==> src/rtl/tms_io_panel_if.sv <==
// Pin-level bundle between a TMS1100-style CPU and its front panel.
// The panel drives K, the display and key_any; the CPU side drives R, O and the raw key matrix.
interface tms_io_panel_if;
   logic [10:0] pins_r;
   logic [7:0]  pins_o;
   logic [43:0] keys;
   logic [3:0]  pins_k;
   logic [10:0] digit_sel;
   logic [7:0]  segments;
   logic        key_any;

   modport master (
      output pins_r, pins_o, keys,
      input  pins_k, digit_sel, segments, key_any
   );

   modport slave (
      input  pins_r, pins_o, keys,
      output pins_k, digit_sel, segments, key_any
   );
endinterface

==> src/rtl/tms_io_panel.sv <==
// Front-panel peripheral for a TMS1100: latches O patterns per R strobe, multiplexes them
// onto an LED display, and returns debounced key-matrix K lines for the active R strobes.
module tms_io_panel #(
   parameter int NUM_DIGITS    = 11,
   parameter int SETTLE_CYCLES = 64,
   parameter int SCAN_DIV      = 1024,
   parameter int BLANK_CYCLES  = 8,
   parameter int DEBOUNCE_DIV  = 4096
) (
   input  logic          raw_clk,
   input  logic          reset,
   tms_io_panel_if.slave bus
);

   localparam int SETTLE_W = $clog2(SETTLE_CYCLES + 1);
   localparam int SLOT_W   = $clog2(SCAN_DIV);
   localparam int IDX_W    = (NUM_DIGITS > 1) ? $clog2(NUM_DIGITS) : 1;
   localparam int DIV_W    = $clog2(DEBOUNCE_DIV);

   localparam logic [SETTLE_W-1:0] SETTLE_MAX = SETTLE_W'(SETTLE_CYCLES);
   localparam logic [SETTLE_W-1:0] SETTLE_HIT = SETTLE_W'(SETTLE_CYCLES - 1);
   localparam logic [SLOT_W-1:0]   SLOT_LAST  = SLOT_W'(SCAN_DIV - 1);
   localparam logic [SLOT_W-1:0]   BLANK_END  = SLOT_W'(BLANK_CYCLES);
   localparam logic [IDX_W-1:0]    IDX_LAST   = IDX_W'(NUM_DIGITS - 1);
   localparam logic [DIV_W-1:0]    DIV_LAST   = DIV_W'(DEBOUNCE_DIV - 1);

   // CPU-side resynchronisers and capture state
   logic [10:0]         r_meta, r_s;
   logic [7:0]          o_meta, o_s;
   logic [18:0]         ro_prev;
   logic                ro_changed;
   logic [SETTLE_W-1:0] settle_cnt;
   logic [7:0]          seg_mem [NUM_DIGITS];

   // Refresh state
   logic [SLOT_W-1:0]   slot_cnt;
   logic [IDX_W-1:0]    idx;

   // Debounce and K return
   logic [DIV_W-1:0]    div_cnt;
   logic [43:0]         key_sample, key_prev, key_db, key_diff;
   logic [3:0]          k_next;

   assign ro_changed = ({r_s, o_s} != ro_prev);

   // A digit is written once per stable period, when the settle counter passes SETTLE_CYCLES-1.
   always_ff @(posedge raw_clk) begin
      if (reset) begin
         r_meta     <= '0;
         r_s        <= '0;
         o_meta     <= '0;
         o_s        <= '0;
         ro_prev    <= '0;
         settle_cnt <= '0;
         // NOTE: seg_mem is a small flop array, not a RAM, so it is cleared with everything else.
         for (int i = 0; i < NUM_DIGITS; i++) seg_mem[i] <= '0;
      end else begin
         r_meta  <= bus.pins_r;
         r_s     <= r_meta;
         o_meta  <= bus.pins_o;
         o_s     <= o_meta;
         ro_prev <= {r_s, o_s};
         if (ro_changed) settle_cnt <= '0;
         else if (settle_cnt < SETTLE_MAX) settle_cnt <= settle_cnt + 1'b1;
         if (!ro_changed && settle_cnt == SETTLE_HIT) begin
            for (int i = 0; i < NUM_DIGITS; i++) begin
               if (r_s[i]) seg_mem[i] <= o_s;
            end
         end
      end
   end

   // Each slot opens with BLANK_CYCLES of dark segments so the previous digit does not ghost.
   always_ff @(posedge raw_clk) begin
      if (reset) begin
         slot_cnt      <= '0;
         idx           <= '0;
         bus.digit_sel <= '0;
         bus.segments  <= '0;
      end else begin
         if (slot_cnt == SLOT_LAST) begin
            slot_cnt <= '0;
            idx      <= (idx == IDX_LAST) ? '0 : idx + 1'b1;
         end else begin
            slot_cnt <= slot_cnt + 1'b1;
         end
         bus.digit_sel <= 11'(1) << idx;
         bus.segments  <= (slot_cnt < BLANK_END) ? 8'h00 : seg_mem[idx];
      end
   end

   // A key bit only moves when two consecutive samples agree.
   always_comb begin
      // NOTE: defaults first so no path through this block can infer a latch.
      key_diff = key_sample ^ key_prev;
      k_next   = '0;
      for (int i = 0; i < NUM_DIGITS; i++) begin
         if (r_s[i]) k_next = k_next | key_db[4*i +: 4];
      end
   end

   always_ff @(posedge raw_clk) begin
      if (reset) begin
         div_cnt     <= '0;
         key_sample  <= '0;
         key_prev    <= '0;
         key_db      <= '0;
         bus.pins_k  <= '0;
         bus.key_any <= 1'b0;
      end else begin
         if (div_cnt == DIV_LAST) begin
            div_cnt    <= '0;
            key_sample <= bus.keys;
            key_prev   <= key_sample;
         end else begin
            div_cnt <= div_cnt + 1'b1;
         end
         key_db      <= (key_sample & ~key_diff) | (key_db & key_diff);
         bus.pins_k  <= k_next;
         bus.key_any <= |key_db;
      end
   end

endmodule

==> src/flat_wrapper.sv <==
// flat-port wrapper written by rule: the top's interface ports become plain ports
module tms_io_panel_flat 
#(
   parameter int NUM_DIGITS    = 11,
   parameter int SETTLE_CYCLES = 64,
   parameter int SCAN_DIV      = 1024,
   parameter int BLANK_CYCLES  = 8,
   parameter int DEBOUNCE_DIV  = 4096
)
  (raw_clk, reset, bus_pins_r, bus_pins_o, bus_keys, bus_pins_k, bus_digit_sel, bus_segments, bus_key_any);
  tms_io_panel_if bus_i ();
  input  logic raw_clk;
  input  logic reset;
  input wire logic [$bits(bus_i.pins_r)-1:0] bus_pins_r;
  input wire logic [$bits(bus_i.pins_o)-1:0] bus_pins_o;
  input wire logic [$bits(bus_i.keys)-1:0] bus_keys;
  output wire logic [$bits(bus_i.pins_k)-1:0] bus_pins_k;
  output wire logic [$bits(bus_i.digit_sel)-1:0] bus_digit_sel;
  output wire logic [$bits(bus_i.segments)-1:0] bus_segments;
  output wire logic [$bits(bus_i.key_any)-1:0] bus_key_any;
  assign bus_i.pins_r = bus_pins_r;
  assign bus_i.pins_o = bus_pins_o;
  assign bus_i.keys = bus_keys;
  assign bus_pins_k = bus_i.pins_k;
  assign bus_digit_sel = bus_i.digit_sel;
  assign bus_segments = bus_i.segments;
  assign bus_key_any = bus_i.key_any;
  tms_io_panel #(.NUM_DIGITS(NUM_DIGITS), .SETTLE_CYCLES(SETTLE_CYCLES), .SCAN_DIV(SCAN_DIV), .BLANK_CYCLES(BLANK_CYCLES), .DEBOUNCE_DIV(DEBOUNCE_DIV)) u_core (.raw_clk(raw_clk), .reset(reset), .bus(bus_i));
endmodule
==> config.mk <==
export PLATFORM = sky130hd
export DESIGN_NAME = tms_io_panel_flat
export DESIGN_NICKNAME = d
export VERILOG_FILES = /design/src/rtl/tms_io_panel_if.sv /design/src/rtl/tms_io_panel.sv /design/src/flat_wrapper.sv
export SDC_FILE = /design/constraint.sdc
export NUM_CORES = 1
export LEC_CHECK = 0
export ABC_AREA = 1
export ABC_CLOCK_PERIOD_IN_PS = 2800
export CAP_MARGIN = 5
export CORE_ASPECT_RATIO = 0.5
export CORE_MARGIN = 2
export CORE_UTILIZATION = 35
export CTS_CLUSTER_DIAMETER = 60
export DETAILED_ROUTE_END_ITERATION = 10
export MAX_ROUTING_LAYER = met4
export SETUP_SLACK_MARGIN = 0.1
export SKIP_LAST_GASP = 1
export SYNTH_ARGS = -nofsm -noshare
export SYNTH_HDL_FRONTEND = slang
export SYNTH_SLANG_ARGS = --single-unit
export TNS_END_PERCENT = 50
==> constraint.sdc <==
create_clock -name raw_clk -period 2.8 [get_ports raw_clk]
set_clock_uncertainty 0.15 [all_clocks]
set_input_delay 0.84 -clock raw_clk [delete_from_list [all_inputs] [get_ports raw_clk]]
set_output_delay 0.84 -clock raw_clk [all_outputs]
set_load 0.01 [all_outputs]
; Word level (Yosys, flattened, before mapping)
; Memories as Yosys holds them, arrays and structs flattened. A register that Yosys moved wholly into a read port is not among the register bits.
; Cells that the tools add are included.
[word_totals]
ramBits = 88
word_cells = 130
regBits = 238
input_bits = 65
memories = 1
output_inout_bits = 24
[mem_list]
columns = memory, depth, word_bits, read_ports, rd_ports_with_merged_regs, write_ports, line_no
row1 = u_core.seg_mem, 11, 8, 1, 1, 11, tms_io_panel.sv:33  ; logic [7:0] seg_mem [NUM_DIGITS];
[op_classes]
n_bitwise = 26
order_cmp = 2
mux = 69
reduce_logical = 7
n_eq_ne = 5
n_addsub = 4
n_shift = 1
[ops]
columns = operator, count
row1 = $and 44x44->44, 2
row2 = $mux 8, 11
row3 = $mux 4, 12
row4 = $mux 1, 46
row5 = $not 44->44, 1
row6 = $or 44x44->44, 1
row7 = $reduce_or 44->1, 1
row8 = $xor 44x44->44, 1
row9 = $or 4x4->4, 10
row10 = $ne 19x19->1, 1
row11 = $add 12x1->12 const B, 1
row12 = $eq 12x12->1 const B, 1
row13 = $or 1x1->1, 11
row14 = $shl 1x4->11 const A, 1
row15 = $add 10x1->10 const B, 1
row16 = $eq 10x10->1 const B, 1
row17 = $lt 10x4->1 const B, 1
row18 = $reduce_or 2->1, 4
row19 = $add 7x1->7 const B, 1
row20 = $eq 7x6->1 const B, 1
row21 = $lt 7x7->1 const B, 1
row22 = $add 4x1->4 const B, 1
row23 = $eq 4x4->1 const B, 1
row24 = $logic_and 1x1->1, 1
row25 = $logic_not 1->1, 1

; Depth between registers and ports, before layout
; Gate-level depths: netlist of run 1.
[depth]
word_depth = 21
depth_mapped = 11
mapped_depth_nobuf = 9

; Worst setup path after synthesis of run 1
; No wires, ideal clock.
[synth_timing]
kind = input to register
start = input port reset
end = memory u_core.seg_mem[10][0] (enable)
stages = 5
t_required_ns = 2.348
setup_time_ns = 0.302
arrival_time_ns = 1.888
path_slack_ns = 0.460
path_buffers = 3
cell_sequence = clkbuf_1 inv_1 clkbuf_1 clkbuf_1 nand2_1
[synth_rtl]
columns = element, line_no
row1 = from (decl), flat_wrapper.sv:13  ; input logic reset;
row2 = to (decl), tms_io_panel.sv:33

==> metrics.csv, run 1 <==
metric,value,unit
Crit Path Category,flop to flop,
# rows,49,
"Worst Setup Slack, final",0.341,ns
Max-Cap Viols,0,
Clk Tree Root Cell,clkbuf_16,
ys flop type,dfxtp_1,
Leak,5.32,nW
postcts setup bufs,0,
Routed met2 length,14000,um
FF/Latch Area,7570,um2
cts bufs inserted,31,
post-cts resize count,0,
vias in the first global route,9171,
sw power,2.09,mW
share of cells above drive strength 1,0.0725,
peak supply drop,0.000399,V
Diodes inserted,0,
RSZ-0062 raised after global routing,false,
clock share of power,0.432,
fmax,407,MHz
min Tclk post-route,2.46,ns
Mapped Nets,1547,
Port Buf Inserts,88,
placed cell count,1986,
Syn Inst Count,1479,
Combinational Power Share,0.034,
crit start category,flop,
switch share,0.219,
area delta synth->final,17.7,%
Top-Level Pins,89,
required time worst endpoint,2.88,ns
drt via density,4.95,
Worst Setup End Kind,flop,
Bufs on Longest Clock Path,3,
final net count,1603,
insertion delay to the later sink of the worst-skew pair,0.57,ns
Routed met3 length,1570,um
GPL Wtd Cong,0.892,
pre-CTS setup slack,0.360,ns
final slew viol count,0,
fin area,15300,um2
1st-iter DRT viols,875,
Slew HR,0.581,
Post-synth EDFFs,88,
initial antenna violation count,0,
router iterations before antenna repair,5,
DR DRC count,0,
worst endpoint data arrival time,2.54,ns
core box area,36300,um2
gr usage total,0.162,
Pwr Density,621,nW/um2
CP max FO,9,
area of the multi-input gates,4660,um2
share of power burned in registers,0.535,
die extent in x,277,um
number of fill cells in the layout,3606,
gr ovfl total,0,
largest net degree at the start of global routing,129,
total power,9.53,mW
Die Area,38900,um2
"Seq/Total Area, Yosys",0.581,
final hold slack,0.252,ns
Worst-Margin Slew,0.628,ns
Chip Height,140,um
Initial Util,0.359,
average wire per standard cell,15.2,um
"CTS clk-pin slew, worst paths",0.07,ns
via count,10100,
hpwl dp,20200,um
Synth Cell Area,13000,um2
final setup violation count,0,
Final Hold Vio Count,0,
Top Layer Used,met4,
Final Util,0.423,
Fin Setup TNS,0,ns
final wirelength,31100,um
post-synthesis register bit count,334,
post-route ant nets,0,
Hold/Removal Path Class,flop to flop,
"FFs w/ async S/R, synth",0,
part of the cycle the worst path needs,0.878,
clk sinks,334,
status,"complete, no violations",
Yosys warnings,0,
M1 WL,14800,um
CTS tree,done,
Placed Area,14400,um2
synth unique cells,37,
cts hold-fix bufs,0,
syn avg cell area,8.81,um2
CTS HTree Levels,1,
first-pass GRT wire length,49700,um
Non-Filler Instances,2042,
internal power,7.44,mW
[layout make-up]
| cell class | count | area share |
|---|---|---|
| sequential | 334 | 0.493 |
| multi-input combinational | 951 | 0.303 |
| timing repair buffer | 114 | 0.0741 |
| clock buffer | 39 | 0.0579 |
| tap | 484 | 0.0395 |
| inverter | 103 | 0.0252 |
| clock inverter | 17 | 0.00661 |
[worst max-delay path: stages, from the launching register on]
cell and delay, ns:
dfxtp_1 0.54, nand2_1 0.08, nand2_1 0.08, nand2_1 0.06, nor2_1 0.11, nand3_1 0.13, nor2_4 0.34, buf_4 0.22
nand3_4 0.11, nand2_1 0.30
[final timing paths]
path,start,endpoint,slack [ns],cells past startpoint
min reg2reg,u_core.r_meta[5],u_core.r_s[5],0.25,2
max,u_core.r_s[8],u_core.seg_mem[6][2],0.34,9
min,u_core.r_meta[5],u_core.r_s[5],0.25,2
max reg2reg,u_core.r_s[8],u_core.seg_mem[6][2],0.34,9
[per-layer routing]
metal,track usage,up-vias
met5,-,-
met1,0.220,4736
met2,0.248,236
li1,-,5094
met3,0.0277,48
met4,0.0441,0
[synth_stat cells (2+ instances only)]
library cell,instances,area [um2]
ha_1,3,37.5
inv_1,96,360
a221oi_1,4,35.0
nor3_1,11,55.1
xnor2_1,13,114
dfxtp_1,246,4920
nor4_1,10,62.6
nand3_1,39,195
clkinv_1,2,7.51
a22o_1,7,61.3
o22ai_1,6,37.5
buf_6,4,45.0
nor3b_1,3,22.5
buf_4,3,22.5
a21oi_1,158,791
nor2_4,2,22.5
a22oi_1,10,75.1
buf_1,2,7.51
nand4_1,101,632
nand3_4,9,158
nand2_1,265,995
o21ai_0,59,295
a31oi_1,2,12.5
nor2_1,225,845
clkbuf_1,49,184
edfxtp_1,88,2640
inv_2,5,18.8
nand3_2,2,20.0
xor2_1,8,70.1
nor2_2,10,62.6
buf_2,31,155
[placed cells by master (no fill, tap or decap), drive strengths merged, types with 3 or more instances in the layout]
cell / count
inv: 104
dfxtp: 246
buf: 27
a22oi: 10
nor2: 237
clkbuf: 39
edfxtp: 88
clkdlybuf4s50: 87
nand3: 50
a221oi: 4
o22ai: 6
xor2: 8
a21oi: 158
nand4: 101
o21ai: 60
nor4: 10
nand2: 266
clkinv: 14
xnor2: 13
nor3: 12
a22o: 7
ha: 3
nor3b: 3
[cell families (layout without fill, tap and decap cells)]
logic type / count (synthesis) / in the layout / synth area share
DFF: 334 / 334 / 0.581
adders and majority gates: 3 / 3 / 0.00288
buffers and inverters: 194 / 273 / 0.0634
and+or+nand+nor: 679 / 679 / 0.237
muxes: 1 / 1 / 0.000768
AOI/OAI and AO/OA: 247 / 247 / 0.101
xor gates and xnor gates: 21 / 21 / 0.0141
[power by group through the flow]
| stage | clock, mW | sequential (mW) | combinational (mW) |
|---|---|---|---|
| CTS | 4.20 | 5.10 | 0.326 |
| global placement | 0 | 5.20 | 0.323 |
| finish | 4.12 | 5.10 | 0.321 |
| floorplan | 0 | 5.18 | 0.177 |
| global route | 4.37 | 5.10 | 0.354 |
| detailed placement | 0 | 5.20 | 0.325 |
No activity file was read; power rests on OpenSTA's default activity.
==> run 2, diff against run 1 <==
CORE_UTILIZATION = 50   (was 35)
PLACE_DENSITY = 0.69   (was not set)
==> metrics.csv, run 2 (synthesis results as in run 1) <==
metric,value,unit
status,"complete, no violations",
peak supply drop,0.000396,V
placed cell count,1841,
required time worst endpoint,2.88,ns
Top-Level Pins,89,
via count,10400,
area delta synth->final,15.8,%
1st-iter DRT viols,950,
part of the cycle the worst path needs,0.892,
Worst path top cell family by delay,simple AND/OR/NAND/NOR gates,
min Tclk post-route,2.50,ns
RSZ-0062 raised after global routing,false,
Slew HR,0.370,
cell mode on critical path,nand2_1,
Port Buf Inserts,88,
Die Area,27400,um2
Chip Height,118,um
GPL Wtd Cong,0.877,
final setup violation count,0,
share of cells above drive strength 1,0.0652,
die extent in x,232,um
CP cell instances,"nand2_1, nand2_1, nand2_1, nor2_1, nand3_1, nor2_4, buf_4, nand3_4, nand2_1",
Final Hold Vio Count,0,
cts hold-fix bufs,0,
final slew viol count,0,
"Worst Setup Slack, final",0.303,ns
gr usage total,0.229,
cts bufs inserted,29,
initial antenna violation count,0,
# rows,41,
CP max FO,9,
number of fill cells in the layout,2192,
Clk Tree Root Cell,clkbuf_16,
Diodes inserted,0,
clk sinks,334,
Worst-Margin Slew,0.944,ns
fmax,400,MHz
Bufs and invs on worst path,1,
Bufs on Longest Clock Path,3,
worst endpoint data arrival time,2.58,ns
postcts setup bufs,0,
Hold/Removal Path Class,flop to flop,
total power,9.42,mW
Pwr Density,624,nW/um2
crit start category,flop,
Placed Area,14100,um2
Final Util,0.594,
post-route ant nets,0,
average wire per standard cell,16.0,um
fin area,15100,um2
CP max stage delay,0.53,ns
"commonest cells after routing, fill and taps aside","265 x nand2_1, 246 x dfxtp_1, 224 x nor2_1",
DR DRC count,0,
pre-CTS setup slack,0.343,ns
largest net degree at the start of global routing,129,
Max-Cap Viols,0,
CTS HTree Levels,1,
core box area,25400,um2
final wirelength,30300,um
first-pass GRT wire length,49600,um
gr ovfl total,0,
Worst Setup End Kind,flop,
final net count,1596,
Crit Path Category,flop to flop,
insertion delay to the later sink of the worst-skew pair,0.56,ns
critical path's slowest cell,dfxtp_1,
router iterations before antenna repair,6,
final hold slack,0.249,ns
"CTS clk-pin slew, worst paths",0.07,ns
R2R cell count,9,
vias in the first global route,9807,
Fin Setup TNS,0,ns
post-cts resize count,0,
Leak,5.27,nW
drt via density,5.47,
Initial Util,0.513,
cell count along the critical path,9,
hold path cells,2,
hpwl dp,19800,um
Non-Filler Instances,1894,
"leading cell type in the layout, fill and taps excluded",nand2_1,
CTS tree,done,
[run 2: cell types whose count changed in the layout (fill, tap and decap cells not counted), sizes merged]
cell,previous run,this run
clkbuf,39,40
buf,27,22
clkinvlp,2,1
bufinv,0,1
inv,104,102
clkinv,14,12
[run 2: cell type report]
type	instances	area (um2)	area share
clock inverter	13	100	0.00663
timing repair buffer	109	1110	0.0736
sequential	334	7570	0.501
tap	344	430	0.0285
clock buffer	40	848	0.0562
inverter	103	387	0.0256
multi-input combinational	951	4650	0.308
[run 2: tightest hold or removal path, cell delays in order (launching register included)]
cell and delay, ns:
dfxtp_1 0.30, inv_1 0.04, nor2_1 0.03
[run 2: worst paths after layout]
path                           to  slack (ns)             start
max          u_core.seg_mem[8][5]        0.30     u_core.r_s[1]
min                 u_core.o_s[6]        0.25  u_core.o_meta[6]
max reg2reg  u_core.seg_mem[8][5]        0.30     u_core.r_s[1]
min reg2reg         u_core.o_s[6]        0.25  u_core.o_meta[6]
[run 2: where the power goes]
part,internal [mW],switching [mW]
registers,5.04,0.0536
clock network,2.22,1.79
logic,0.143,0.175
total,7.40,2.02
[run 2: per-layer routing]
metal  global-route usage  up-vias  share of wire
met3               0.0379       62          0.054
met5                    -        -              0
li1                     -     5075              -
met1                0.301     4955           0.45
met4               0.0637        0          0.025
met2                0.366      276           0.47
